[src/rtl/cu_pkg.sv]
// Shared types, opcode map and decode helpers for the accumulator control unit.
package cu_pkg;

    typedef enum logic [2:0] {
        ST_FETCH   = 3'd0,
        ST_ADDR_HI = 3'd1,
        ST_ADDR_LO = 3'd2,
        ST_EXEC    = 3'd3,
        ST_HALT    = 3'd4
    } state_t;

    localparam logic [7:0] OP_NOP      = 8'h00;
    localparam logic [7:0] OP_LDAC     = 8'h01;
    localparam logic [7:0] OP_STAC     = 8'h02;
    localparam logic [7:0] OP_MVAC     = 8'h03;
    localparam logic [7:0] OP_MOVR     = 8'h04;
    localparam logic [7:0] OP_JUMP     = 8'h05;
    localparam logic [7:0] OP_JMPZ     = 8'h06;
    localparam logic [7:0] OP_JPNZ     = 8'h07;
    localparam logic [7:0] OP_ALU_BASE = 8'h10;
    localparam logic [7:0] OP_ALU_MASK = 8'hF8;

    typedef struct packed {
        logic we_ac;
        logic we_r;
        logic we_mem;
        logic pc_en;
        logic ir_en;
        logic msb_en;
        logic lsb_en;
        logic zero_en;
        logic mux_opcode;
        logic mux_pc;
        logic mux_addr;
        logic mux_alu_to_ac;
        logic mux_mem_or_r;
        logic halted;
    } ctrl_t;

    function automatic logic is_alu(input logic [7:0] op);
        return (op & OP_ALU_MASK) == OP_ALU_BASE;
    endfunction

    // Instructions followed by a two-byte address operand, MSB first.
    function automatic logic is_gamma(input logic [7:0] op);
        return (op == OP_LDAC) || (op == OP_STAC) || (op == OP_JUMP) ||
               (op == OP_JMPZ) || (op == OP_JPNZ);
    endfunction

    function automatic logic is_defined(input logic [7:0] op);
        return (op <= OP_JPNZ) || is_alu(op);
    endfunction

endpackage

[src/rtl/cu_decode.sv]
// Combinational map from FSM state and current opcode to the datapath control bundle.
module cu_decode import cu_pkg::*; (
    input  state_t     state,
    input  logic [7:0] opcode,
    input  logic       ac_is_zero,
    output ctrl_t      ctrl
);

    always_comb begin
        ctrl = '0;
        case (state)
            ST_FETCH: begin
                ctrl.mux_opcode = 1'b1;
                ctrl.ir_en      = 1'b1;
                ctrl.pc_en      = 1'b1;
            end
            ST_ADDR_HI: begin
                ctrl.msb_en = 1'b1;
                ctrl.pc_en  = 1'b1;
            end
            ST_ADDR_LO: begin
                ctrl.lsb_en = 1'b1;
                ctrl.pc_en  = 1'b1;
            end
            ST_EXEC: begin
                if (is_alu(opcode)) begin
                    ctrl.we_ac   = 1'b1;
                    ctrl.zero_en = 1'b1;
                end else begin
                    case (opcode)
                        OP_LDAC: begin
                            ctrl.mux_addr      = 1'b1;
                            ctrl.mux_alu_to_ac = 1'b1;
                            ctrl.mux_mem_or_r  = 1'b1;
                            ctrl.we_ac         = 1'b1;
                            ctrl.zero_en       = 1'b1;
                        end
                        OP_STAC: begin
                            ctrl.mux_addr = 1'b1;
                            ctrl.we_mem   = 1'b1;
                        end
                        OP_MVAC: ctrl.we_r = 1'b1;
                        OP_MOVR: begin
                            ctrl.mux_alu_to_ac = 1'b1;
                            ctrl.we_ac         = 1'b1;
                            ctrl.zero_en       = 1'b1;
                        end
                        OP_JUMP: begin
                            ctrl.pc_en  = 1'b1;
                            ctrl.mux_pc = 1'b1;
                        end
                        // Not-taken branches do nothing: PC already sits past the operand.
                        OP_JMPZ: begin
                            ctrl.pc_en  = ac_is_zero;
                            ctrl.mux_pc = ac_is_zero;
                        end
                        OP_JPNZ: begin
                            ctrl.pc_en  = !ac_is_zero;
                            ctrl.mux_pc = !ac_is_zero;
                        end
                        default: ;
                    endcase
                end
            end
            ST_HALT: ctrl.halted = 1'b1;
            default: ;
        endcase
    end

endmodule

[src/rtl/control_unit.sv]
// Multi-cycle sequencer for the 8-bit accumulator datapath: FETCH -> [ADDR_HI -> ADDR_LO] -> EXEC.
//   state   | meaning
//   FETCH   | load IR from M[PC], PC+1, pick path from raw opcode
//   ADDR_HI | load operand MSB from M[PC], PC+1
//   ADDR_LO | load operand LSB from M[PC], PC+1
//   EXEC    | perform the IR instruction
//   HALT    | sticky stop, only reset leaves
module control_unit import cu_pkg::*; #(
    parameter logic [7:0] HALT_OPCODE  = 8'hFF,
    parameter logic       TRAP_ILLEGAL = 1'b0
) (
    input  logic       clk,
    input  logic       reset,
    input  logic [7:0] opcode,
    input  logic       ACisZero,
    output logic       writeEnableAC,
    output logic       writeEnableR,
    output logic       writeEnableMem,
    output logic       PCEnable,
    output logic       instructionRegisterEnable,
    output logic       MSBaddressEnable,
    output logic       LSBaddressEnable,
    output logic       zeroEnable,
    output logic       muxOpcode,
    output logic       muxSelectPC,
    output logic       muxSelectAddress,
    output logic       muxSelectALUtoAC,
    output logic       muxSelectMEM_or_R_toAC,
    output logic       halted
);

    state_t state;
    ctrl_t  ctrl;
    ctrl_t  ctrl_q;

    always_ff @(posedge clk) begin
        if (reset) begin
            state <= ST_FETCH;
        end else begin
            case (state)
                ST_FETCH: begin
                    if (opcode == HALT_OPCODE)
                        state <= ST_HALT;
                    else if (is_gamma(opcode))
                        state <= ST_ADDR_HI;
                    else if (TRAP_ILLEGAL && !is_defined(opcode))
                        state <= ST_HALT;
                    else
                        state <= ST_EXEC;
                end
                ST_ADDR_HI: state <= ST_ADDR_LO;
                ST_ADDR_LO: state <= ST_EXEC;
                ST_EXEC:    state <= ST_FETCH;
                ST_HALT:    state <= ST_HALT;
                default:    state <= ST_FETCH;
            endcase
        end
    end

    cu_decode u_decode (
        .state      (state),
        .opcode     (opcode),
        .ac_is_zero (ACisZero),
        .ctrl       (ctrl)
    );

    // Masking by reset keeps the reset cycle free of any datapath write.
    assign ctrl_q = reset ? '0 : ctrl;

    assign writeEnableAC             = ctrl_q.we_ac;
    assign writeEnableR              = ctrl_q.we_r;
    assign writeEnableMem            = ctrl_q.we_mem;
    assign PCEnable                  = ctrl_q.pc_en;
    assign instructionRegisterEnable = ctrl_q.ir_en;
    assign MSBaddressEnable          = ctrl_q.msb_en;
    assign LSBaddressEnable          = ctrl_q.lsb_en;
    assign zeroEnable                = ctrl_q.zero_en;
    assign muxOpcode                 = ctrl_q.mux_opcode;
    assign muxSelectPC               = ctrl_q.mux_pc;
    assign muxSelectAddress          = ctrl_q.mux_addr;
    assign muxSelectALUtoAC          = ctrl_q.mux_alu_to_ac;
    assign muxSelectMEM_or_R_toAC    = ctrl_q.mux_mem_or_r;
    assign halted                    = ctrl_q.halted;

endmodule

[config.mk]
export PLATFORM = sky130hd
export DESIGN_NAME = control_unit
export DESIGN_NICKNAME = d
export VERILOG_FILES = /design/src/rtl/cu_pkg.sv /design/src/rtl/cu_decode.sv /design/src/rtl/control_unit.sv
export SDC_FILE = /design/constraint.sdc
export NUM_CORES = 1
export LEC_CHECK = 0
export ABC_CLOCK_PERIOD_IN_PS = 2800
export BUFFER_PORTS_ARGS = -buffer_cell sky130_fd_sc_hd__buf_2
export CORE_AREA = 5 5 42 44
export DETAILED_ROUTE_END_ITERATION = 6
export DIE_AREA = 0 0 47 49
export HOLD_SLACK_MARGIN = 0.03
export SKIP_LAST_GASP = 1
export SYNTH_ARGS = -nofsm -noshare
export SYNTH_HDL_FRONTEND = slang
export SYNTH_SLANG_ARGS = --single-unit
export TNS_END_PERCENT = 50
[constraint.sdc]
create_clock -name clk -period 2.8 [get_ports clk]
set_input_delay 0 -clock clk [delete_from_list [all_inputs] [get_ports clk]]
set_output_delay 0 -clock clk [all_outputs]
set_load 0.05 [all_outputs]
==> flow_summary.toml <==
[timing]
fin_tns_setup_ns = 0
hold_viol = 0
fin_crit_ns = 1.57
finalCritPeriodShare_pct = 56.2
timing.fmax_ghz = 0.635
tightest_slew_ns = 0.332
grt_setup_unrepaired = "no"
drv_slew = 0
finClkSkew_ns = 0.00154
slew_headroom_pct = 77.8
setup_ws_ns = 1.23
setup_viol = 0

[route]
drtPass1Iterations = 4
postRouteAntennaNets = 0
route.met3.wl_um = 94
wl_met2_um = 428
wl_per_cell_um = 11.5
viasPerCell = 5.08
drc = 0
met1Wirelength_um = 486
top_layer_used = "met3"
num_vias = 447
drt_wl_total_um = 1010
drt_iter0_markers = 3

[cells_and_area]
seqCellArea_um2 = 60.1
largest_register_ffs = 3
finalNetCount = 84
drive_gt1_share_pct = 45.8
design_area_um2 = 509
top_regs = "state x3"
regMostFlops = "state"
fillers = 165
area_growth_pct = 33.4
n_antenna_cell = 0
multi_input_area_um2 = 279

[setup_path]
cp_data_arrival_time_ns = 1.57
cp-end-kind = "output port"
crit_chain = "nor2_1 -> nand4_4 -> nor4_1 -> buf_2"
critical_path.max_stage_delay_ns = 0.31
startpoint_type = "flop"
worst_ep_required_time_ns = 2.80
crit_type = "flop to output port"
critPathMaxFanout = 6
cp_slowest_cell = "dfxtp_1"

[clocking]
cts-root-buf = "clkbuf_4"
cts_resized = 0
cts_max_level = 1
postCtsSetupBuffers = 0
cts_hold_buf = 0
clk_pin_slew_worst_paths_ns = 0.04
clock_latency_ns = 0.23
cts_tree = "done"
cts_made_buffers = 3
max-clock-path-buffers = 2
cts_sinks = 3

[yosys]
syn-mean-instance-area_um2 = 7.48
synth.net_count = 62
synth_seq_cells = 3
synth_cells = 51
ys_warn_count = 0
ys_types = 26
ys_seq_area_share_pct = 15.7
syn_area_um2 = 382

[floorplanning]
start_util_pct = 27.2
core_area_um2 = 1400
fp.dieW_um = 47
ios = 25
die_area_um2 = 2300
rows = 14
die_y_um = 49

[place]
place.detailed.hpwl_um = 806
io_buffers = 24
place_congestion = 0.738
dpl_cell_area_um2 = 483
dp_worst_setup_slack_ns = 1.42

[grt]
grt_max_degree = 11
grt_pass1_wl_um = 1700
grt_pass1_vias = 419
grt_usage_pct = 9.62
antenna_found_initial = 0
overflow = 0

[hold_path]
hold_class = "input pin to flop"

[pwr]
pwr_density_cell_nw_per_um2 = 360
leakage_nw = 0.239
vdd.ir_drop.worst_mv = 0.170

[status]
status = "complete, no violations"

[run]
cap_viol_max_count = 0
[cell usage after synthesis, drive strengths merged]
cell | count | area share [%]
o2111ai | 1 | 2.3
buf | 6 | 9.2
nand4 | 3 | 8.9
and2b | 1 | 2.3
a211oi | 1 | 2.0
o21a | 1 | 2.0
xnor2 | 1 | 2.3
nor2 | 4 | 3.9
nand2b | 2 | 3.3
inv | 1 | 0.98
clkbuf | 1 | 0.98
and3b | 2 | 4.6
dfxtp | 3 | 16
nor3 | 5 | 6.6
nor4 | 7 | 15
a21boi | 1 | 2.0
nand2 | 4 | 3.9
or2 | 1 | 1.6
o21ai | 2 | 2.6
a2111oi | 1 | 3.9
nor3b | 1 | 2.0
and2 | 2 | 3.6
[power by group]
part / switching (mW) / internal, mW
clock network: 0.0241 / 0.0535
registers: 0.00577 / 0.0452
logic: 0.0378 / 0.0172
[worst max-delay path, delay by kind of cell (launching register included)]
family | cells | cell delay (ns)
buffers and inverters | 1 | 0.31
AND/OR/NAND/NOR | 3 | 0.72
flip-flops | 1 | 0.31
[cells in the final DEF, fill, tap and decap left out, drive strengths merged]
master	instances
xnor2	1
nand2b	2
o21ai	2
nand2	4
dfxtp	3
o2111ai	1
nand4	3
nor3b	1
a2111oi	1
a21boi	1
nor3	5
inv	1
a211oi	1
o21a	1
and2	2
and2b	1
nor4	7
clkbuf	4
nor2	4
or2	1
and3b	2
buf	24
[worst paths after layout]
| kind | endpoint | cells after the start | slack, ns | from |
|---|---|---|---|---|
| worst max-delay path | muxSelectALUtoAC | 4 | 1.23 | state[2]$_SDFF_PP0_ |
| worst min-delay path | state[2]$_SDFF_PP0_ | 3 | 0.06 | reset |
| worst max register to register | state[1]$_SDFF_PP0_ | 3 | 1.82 | state[2]$_SDFF_PP0_ |
| worst min register to register | state[2]$_SDFF_PP0_ | 1 | 0.50 | state[2]$_SDFF_PP0_ |
[stage by stage]
stage                     power, mW  hold slack, ns  util (%)  std cells
final                         0.183          0.0568      36.3         88
after global routing          0.198          0.0782      36.3         88
after CTS                     0.188          0.0526      36.3         88
after detailed placement      0.107           0.287      34.5         84
after global placement        0.107           0.286      34.5         84
after floorplan              0.0920           0.101         -         51
[per-layer routing]
| layer | vias to the layer above | global-route usage (%) |
|---|---|---|
| met5 | - | 0 |
| met4 | 0 | 2.76 |
| met3 | 0 | 3.69 |
| met2 | 23 | 13.6 |
| met1 | 193 | 13.3 |
| li1 | 231 | - |
[cell type report]
class	count	area share, %
multi-input cells	40	54.8
repair buffers	24	23.6
flip-flops and latches	3	11.8
clock buffers	4	5.16
well taps	16	3.93
inverters	1	0.737
[kinds of logic after synthesis]
kind of cell	count (synthesis)	synth area share (%)
buffers and inverters	8	11.1
DFF	3	15.7
and+or+nand+nor	32	56.1
xor gates and xnor gates	1	2.30
AOI/OAI and AO/OA	7	14.8
Note: power is estimated with default switching activity, not from simulation.
